### src/rtl/conv1d_out_requant.sv
`default_nettype none
// ============================================================================
// Module   : conv1d_out_requant
// Brief    : Requantizes conv1d int32 accumulators to int8, packs four per
//            32-bit word and buffers the words in a first-word-fall-through FIFO.
// Revision : 1.0 - initial release
// ============================================================================
module conv1d_out_requant #(
    parameter int DEPTH = 8
) (
    input  logic                   clk,
    input  logic                   reset,
    input  logic                   acc_valid,
    output logic                   acc_ready,
    input  logic [31:0]            acc_data,
    input  logic [31:0]            cfg_bias,
    input  logic [31:0]            cfg_mult,
    input  logic [3:0]             cfg_shift,
    input  logic [7:0]             cfg_offset,
    input  logic [7:0]             cfg_act_min,
    input  logic [7:0]             cfg_act_max,
    input  logic                   flush,
    input  logic                   rd_pop,
    output logic                   rd_valid,
    output logic [31:0]            rd_data,
    output logic [$clog2(DEPTH):0] fifo_count,
    output logic                   overflow
);
    localparam int c_aw = $clog2(DEPTH);
    localparam logic [c_aw:0]   c_ready_max = (c_aw + 1)'(DEPTH - 2);
    localparam logic [c_aw:0]   c_full      = (c_aw + 1)'(DEPTH);
    localparam logic [c_aw:0]   c_cnt_one   = (c_aw + 1)'(1);
    localparam logic [c_aw-1:0] c_ptr_one   = c_aw'(1);

    logic               r_v1, r_v2, r_v3;
    logic signed [31:0] r_sum;
    logic signed [63:0] r_prod;
    logic [7:0]         r_byte;
    logic [1:0]         r_lane;
    logic [23:0]        r_part;
    logic               r_flush_pend;
    logic [31:0]        r_mem [DEPTH];
    logic [c_aw-1:0]    r_wr_ptr, r_rd_ptr;
    logic [c_aw:0]      r_count;
    logic [31:0]        r_last;
    logic               r_overflow;

    logic               w_accept, w_pipe_empty, w_flush_go;
    logic               w_push_full, w_push_part, w_push, w_pop, w_full, w_wr_en;
    logic [31:0]        w_push_word;
    logic signed [63:0] w_prod;
    logic [5:0]         w_sh;
    logic signed [64:0] w_rsum, w_shr, w_val, w_min, w_max;
    logic [7:0]         w_byte;

    // Ready leaves room for every sample that can still be in flight.
    assign acc_ready = !reset && !r_flush_pend && (r_count <= c_ready_max);
    assign w_accept  = acc_valid && acc_ready;

    assign w_prod = $signed({{32{r_sum[31]}}, r_sum}) * $signed({{32{cfg_mult[31]}}, cfg_mult});

    // Output stage in 65-bit signed arithmetic; results always fit in 34 bits.
    always_comb begin
        w_sh   = 6'd31 + {2'b00, cfg_shift};
        w_rsum = {r_prod[63], r_prod} + (65'd1 << (w_sh - 6'd1));
        w_shr  = w_rsum >>> w_sh;
        w_val  = w_shr + {{57{cfg_offset[7]}}, cfg_offset};
        w_min  = {{57{cfg_act_min[7]}}, cfg_act_min};
        w_max  = {{57{cfg_act_max[7]}}, cfg_act_max};
        w_byte = w_val[7:0];
        if (w_val > w_max) begin
            w_byte = cfg_act_max;
        end else if (w_val < w_min) begin
            w_byte = cfg_act_min;
        end
    end

    always_ff @(posedge clk) begin
        if (reset) begin
            r_v1   <= 1'b0;
            r_v2   <= 1'b0;
            r_v3   <= 1'b0;
            r_sum  <= '0;
            r_prod <= '0;
            r_byte <= '0;
        end else begin
            r_v1   <= w_accept;
            r_v2   <= r_v1;
            r_v3   <= r_v2;
            r_sum  <= acc_data + cfg_bias;
            r_prod <= w_prod;
            r_byte <= w_byte;
        end
    end

    assign w_pipe_empty = !(r_v1 || r_v2 || r_v3);
    assign w_flush_go   = r_flush_pend && w_pipe_empty;
    assign w_push_full  = r_v3 && (r_lane == 2'd3);
    assign w_push_part  = w_flush_go && (r_lane != 2'd0);
    assign w_push       = w_push_full || w_push_part;
    assign w_push_word  = w_push_full ? {r_byte, r_part} : {8'h00, r_part};

    always_ff @(posedge clk) begin
        if (reset) begin
            r_lane       <= 2'd0;
            r_part       <= '0;
            r_flush_pend <= 1'b0;
        end else begin
            if (r_v3) begin
                r_lane <= r_lane + 2'd1;
                case (r_lane)
                    2'd0:    r_part[7:0]   <= r_byte;
                    2'd1:    r_part[15:8]  <= r_byte;
                    2'd2:    r_part[23:16] <= r_byte;
                    default: r_part        <= '0;
                endcase
            end else if (w_flush_go) begin
                r_lane <= 2'd0;
                r_part <= '0;
            end
            // A new pulse wins over the clear of an older pending flush.
            if (flush) begin
                r_flush_pend <= 1'b1;
            end else if (w_flush_go) begin
                r_flush_pend <= 1'b0;
            end
        end
    end

    assign w_pop   = rd_pop && (r_count != '0);
    assign w_full  = (r_count == c_full);
    assign w_wr_en = w_push && (!w_full || w_pop);

    always_ff @(posedge clk) begin
        if (!reset && w_wr_en) begin
            r_mem[r_wr_ptr] <= w_push_word;
        end
    end

    always_ff @(posedge clk) begin
        if (reset) begin
            r_wr_ptr   <= '0;
            r_rd_ptr   <= '0;
            r_count    <= '0;
            r_last     <= '0;
            r_overflow <= 1'b0;
        end else begin
            if (w_wr_en) begin
                r_wr_ptr <= r_wr_ptr + c_ptr_one;
            end
            if (w_pop) begin
                r_rd_ptr <= r_rd_ptr + c_ptr_one;
                r_last   <= r_mem[r_rd_ptr];
            end
            case ({w_wr_en, w_pop})
                2'b10:   r_count <= r_count + c_cnt_one;
                2'b01:   r_count <= r_count - c_cnt_one;
                default: r_count <= r_count;
            endcase
            if (w_push && w_full && !w_pop) begin
                r_overflow <= 1'b1;
            end
        end
    end

    // When empty, the last popped word stays on the read port.
    assign rd_valid   = (r_count != '0);
    assign rd_data    = rd_valid ? r_mem[r_rd_ptr] : r_last;
    assign fifo_count = r_count;
    assign overflow   = r_overflow;

endmodule
`default_nettype wire

### config.mk
export PLATFORM = sky130hd
export DESIGN_NAME = conv1d_out_requant
export DESIGN_NICKNAME = d
export VERILOG_FILES = /design/src/rtl/conv1d_out_requant.sv
export SDC_FILE = /design/constraint.sdc
export NUM_CORES = 2
export LEC_CHECK = 0
export CORE_MARGIN = 10
export CORE_UTILIZATION = 50
export CTS_CLUSTER_DIAMETER = 40
export DETAILED_ROUTE_END_ITERATION = 10
export GPL_ROUTABILITY_DRIVEN = 0
export PLACE_DENSITY = 0.67
export SYNTH_ARGS = -nofsm -noshare
export SYNTH_HDL_FRONTEND = slang
export SYNTH_SLANG_ARGS = --single-unit
export TNS_END_PERCENT = 5
### constraint.sdc
create_clock -name clk -period 20.8 [get_ports clk]
set_input_delay 2.08 -clock clk [delete_from_list [all_inputs] [get_ports clk]]
set_output_delay 2.08 -clock clk [all_outputs]
set_load 0.02 [all_outputs]
# Yosys cells after proc, flatten, opt, wreduce, memory -nomap -nowiden
# Memories as Yosys holds them, arrays and structs flattened. A register that Yosys moved wholly into a read port is not among the register bits.
# Cells that the tools add are included.
dict set report totals {
  latch_bits 0
  in_bits 129
  romBits 0
  ramBits 256
  n_memories 1
  word_cells 92
  reg_bits 177
  output_inout_bits 39
}
# memory words word_bits read_ports rd_ports_with_merged_regs wr line
set mem_list {}
lappend mem_list {r_mem 8 32 1 1 1 42} ;# logic [31:0] r_mem [DEPTH];
dict set report classes {
  n_eq_ne 9
  n_reduce_logical 32
  div_mod_pow 0
  bitwise_logic 0
  shift 2
  order_cmp 3
  mux 18
  mul 1
  add_sub_neg 10
}
# cell count
set op_table {}
lappend op_table {{adder 65 bit} 2}
lappend op_table {{greater-than comparator 65 x 8 -> 1 bit} 1}
lappend op_table {{less-than comparator 65 x 8 -> 1 bit} 1}
lappend op_table {{<< shifter 1 x 6 -> 65 bit, first input constant} 1}
lappend op_table {{>>> shifter 65 x 6 -> 65 bit} 1}
lappend op_table {{multiplier 32 x 32 -> 64 bit} 1}
lappend op_table {{2-to-1 mux 32 bit} 2}
lappend op_table {{2-to-1 mux 24 bit} 2}
lappend op_table {{one-hot mux 8 bit (2 select lines)} 3}
lappend op_table {{adder 32 bit} 1}
lappend op_table {{2-to-1 mux 8 bit} 2}
lappend op_table {{logical AND 1 bit} 11}
lappend op_table {{one-hot mux 4 bit (2 select lines)} 1}
lappend op_table {{nonzero test 2 bit} 4}
lappend op_table {{adder 3 x 1 -> 3 bit, second input constant} 2}
lappend op_table {{adder 5 x 4 -> 6 bit, first input constant} 1}
lappend op_table {{== test 2 bit, second input constant} 3}
lappend op_table {{2-to-1 mux 3 bit} 2}
lappend op_table {{!= test 2 bit, second input constant} 3}
lappend op_table {{AND reduction 2 bit} 3}
lappend op_table {{OR reduction 2 bit} 3}
lappend op_table {{subtractor 6 x 1 -> 6 bit, second input constant} 1}
lappend op_table {{logical NOT 1 bit} 5}
lappend op_table {{adder 4 x 1 -> 4 bit, second input constant} 1}
lappend op_table {{other kinds (10)} 18}

# Logic depth before layout (Yosys ltp)
dict set report logic_depth {
  depth_word 10
  depth_mapped 61
}

# Least setup slack after synthesis
# OpenSTA, ideal clock, no wires.
dict set report synth_timing {
  path_kind {input -> register}
  start {in cfg_shift[0]}
  end {reg r_byte[2]}
  arrival_time_ps 14120
  setup_slack_ps 6552
  path_buffers 5
  setup_ps 128
  path_stages 47
  cell_sequence {clkinv_1 > buf_1 > clkbuf_1 > clkbuf_1 > ha_1 > inv_1 > nand2_1 > and2_1 > buf_1 > buf_1 > nand3_1 > or4_1 > fa_1 > nand2b_1 > a21oi_1 > o21ai_4 > o21a_2 > a21oi_1 > (+11 left out) > a211oi_1 > o21ai_1 > a21oi_1 > a2111oi_0 > nor3_1 > o31ai_1 > a221o_1 > a21o_1 > a21oi_1 > xnor2_1 > ha_1 > nand4_1 > a2111oi_0 > o21ai_0 > a21oi_1 > mux2_2 > mux2i_1 > nor2_1}
}
dict set report synth_between {
  elab_chain_len 9
  elab_cells_between_ends 10
  classes_between {4 x add/sub; 2 x order compare; 2 x shift; 2 x mux}
}
# item line
set synth_lines {}
lappend synth_lines {{from (decl)} 18} ;# input logic [3:0] cfg_shift,
lappend synth_lines {{adder 5 x 4 -> 6 bit (*)} 64} ;# w_sh = 6'd31 + {2'b00, cfg_shift};
lappend synth_lines {{subtractor 6 x 1 -> 6 bit} 65} ;# w_rsum = {r_prod[63], r_prod} + (65'd1 << (w_sh - 6'd1));
lappend synth_lines {{<< shifter 1 x 6 -> 65 bit} 65}
lappend synth_lines {{adder 65 bit} 65}
lappend synth_lines {{>>> shifter 65 x 6 -> 65 bit (*)} 66} ;# w_shr = w_rsum >>> w_sh;
lappend synth_lines {{adder 65 bit (*)} 67} ;# w_val = w_shr + {{57{cfg_offset[7]}}, cfg_offset};
lappend synth_lines {{less-than comparator 65 x 8 -> 1 bit} 73} ;# end else if (w_val < w_min) begin
lappend synth_lines {{2-to-1 mux 8 bit} 73}
lappend synth_lines {{2-to-1 mux 8 bit (*)} 71} ;# if (w_val > w_max) begin
lappend synth_lines {{to (signal assigned)} 92} ;# r_byte <= w_byte;
lappend synth_lines {{to (decl)} 38} ;# logic [7:0] r_byte;
# Every way passes the cells marked *; elsewhere a longest branch is shown, timed or not.
# A chain may end at the register's enable or synchronous reset.

# Worst setup path after layout
# Same ends and word-level chain as after synthesis.

==> impl_metrics.yaml <==
status:
  outcome: "completed"
cts:
  root_buffer: "clkbuf_16"
  cts_hold_buf: 0
  cts_resized: 0
  clk_pin_slew_ns: 0.06
  clk_latency_ns: 0.71
  clock-sinks: 436
  htreeDepth: 2
  post_cts_buffers: 0
  cts_tree: "yes"
  cts_made_buffers: 59
  clockBufferDepth: 3
global_route:
  grt_pass1_wl_um: 297500
  grt_start_max_net_pins: 71
  gr-total-overflow: 0
  grt_pass1_vias: 55055
  track_usage_pct: 24.17
  grt_antenna_before_repair: 6
critical_path:
  cp_max_fo: 70
  worstPathRequired_ns: 21.32
  r2r_slack_ns: 9.76
  path_class: "input pin to register"
  crit_arrival_ns: 16.63
  endpoint_kind: "register"
  cp-start-kind: "input pin"
  cp_slowest_cell: "a211oi_1"
  slowest_delay_ns: 0.77
timing:
  fin_skew_ns: 0.07486
  setup-violations-final: 0
  period_share_pct: 77.49
  rsz0062_at_grt: "false"
  slew_violations: 0
  min_period_ns: 16.12
  tightest_slew_ns: 1.115
  fin_tns_setup_ns: 0
  max_freq_mhz: 62.04
  finalHoldViolCount: 0
  slew_headroom_pct: 25.16
route:
  wl_per_cell_um: 19.84
  routed_wl_um: 181400
  dr.first_iter.drc_count: 3768
  vias_per_cell: 5.751
  vias: 52578
  ant_nets: 0
  drc: 0
  drtPass1Iterations: 5
yosys:
  seq_area_frac_synth_pct: 16.66
  avgSynthCellArea_sq_um: 9.231
  yosys_warnings: 0
  syn_area_sq_um: 67770
  ys.flop_type: "edfxtp_1"
  yosys.cell_count.top_type: "inv_1"
  syn_inst: 7342
  synth_edf_count: 256
  ys_top_cells_by_area: "fa_1 (32%), edfxtp_1 (11%), ha_1 (9.0%)"
  yosys.area.top_type: "fa_1"
  synth_common_cells: "inv_1 (1203), fa_1 (1086), nand2_1 (999)"
  synth.distinct_cells: 99
  ys_seq_elements: 436
  async_flop_share_pct: 0
  synthDominantCellAreaShare_pct: 32.08
floorplanning:
  io_pins: 168
  die_w_um: 388.2
  die_area_sq_um: 150700
  die_h_um: 388.2
  core_area_sq_um: 135100
  initial_core_util_pct: 50.15
  placementRows: 135
cells_and_area:
  num-nets-final: 9011
  area_growth_pct: 7.937
  drive_gt1_share_pct: 5.421
place:
  hpwlAfterDp_um: 141300
  port_buffers: 167
run:
  drv_cap: 0
worst_hold_path:
  min_path_type: "register to register"
-- critical path, delay by kind of cell --
family                   cells  cell delay (ns)
adder cells (fa/ha/maj)      5             1.88
AND/OR/NAND/NOR              9             1.76
XOR/XNOR                     3             0.66
buffers and inverters        6             1.96
AO/OA/AOI/OAI               24             7.61
multiplexers                 3             0.64
-- layout make-up --
type,instances,area (sq um)
Clock inverter,44,473.0
Clock buffer,68,1572
Sequential cell,436,11300
Tap cell,1781,2228
Inverter,1204,4519
Antenna cell,1,2.502
Fill cell,12184,61980
Multi-Input combinational cell,5342,50660
Timing Repair Buffer,266,2391
-- worst paths after layout --
| kind | from | depth (start not counted) | endpoint |
|---|---|---|---|
| min reg2reg | r_v1$_SDFF_PP0_ | 1 | r_v2$_SDFF_PP0_ |
| max reg2reg | r_prod[0]$_SDFF_PP0_ | 40 | r_byte[2]$_SDFF_PP0_ |
| max | cfg_shift[0] | 50 | r_byte[2]$_SDFF_PP0_ |
| min | r_v1$_SDFF_PP0_ | 1 | r_v2$_SDFF_PP0_ |
-- per-layer routing --
metal	global-route usage, %	wire length [um]
met5	0	61
met4	8.365	6954
met3	3.675	12260
met2	41.27	87640
met1	31.19	74430
-- state kept, by name, summed over array words and instances, names as in the netlist, 2 cells and up, named ones only --
| signal | flops |
|---|---|
| r_last | 32 |
| r_lane | 2 |
| r_mem | 256 |
| r_part | 24 |
| r_byte | 8 |
| fifo_count | 4 |
| r_prod | 64 |
| r_sum | 32 |
| r_wr_ptr | 3 |
| r_rd_ptr | 3 |
-- layout by cell type, fill, tap and decap left out, drive strengths merged, types with 84 or more instances in the layout --
| cell type | n |
|---|---|
| a211oi | 89 |
| a21o | 191 |
| a21oi | 357 |
| and2 | 298 |
| buf | 105 |
| clkdlybuf4s50 | 161 |
| dfxtp | 180 |
| edfxtp | 256 |
| fa | 1086 |
| ha | 487 |
| inv | 1220 |
| mux2i | 84 |
| mux4 | 86 |
| nand2 | 1000 |
| nand3 | 86 |
| nor2 | 385 |
| o21ai | 212 |
| xnor2 | 131 |
-- kinds of logic after synthesis --
logic type,after synthesis,synth area share [%]
DFF,436,16.66
muxes,194,4.503
other,1,0.005533
buffers and inverters,1579,8.797
AOI/OAI and AO/OA,1192,11.60
xor gates and xnor gates,214,2.777
adders and majority gates,1573,41.07
and+or+nand+nor,2153,14.59
-- stage by stage --
stage | worst slack [ns] | hold WS (ns) | instance area, sq um | instances | utilization, %
after floorplan | 6.552 | 0.4528 | 67830 | 7357 | -
after global placement | 4.717 | 0.4624 | 71100 | 9029 | 52.62
after detailed placement | 4.427 | 0.4701 | 71100 | 9029 | 52.62
after CTS | 5.024 | 0.4815 | 73150 | 9141 | 54.13
after global routing | 3.948 | 0.4964 | 73150 | 9141 | 54.13
final | 4.682 | 0.4796 | 73150 | 9142 | 54.13
Power is not shown: default switching activity piles up to over one toggle a cycle in this logic, so the estimate is an artifact.
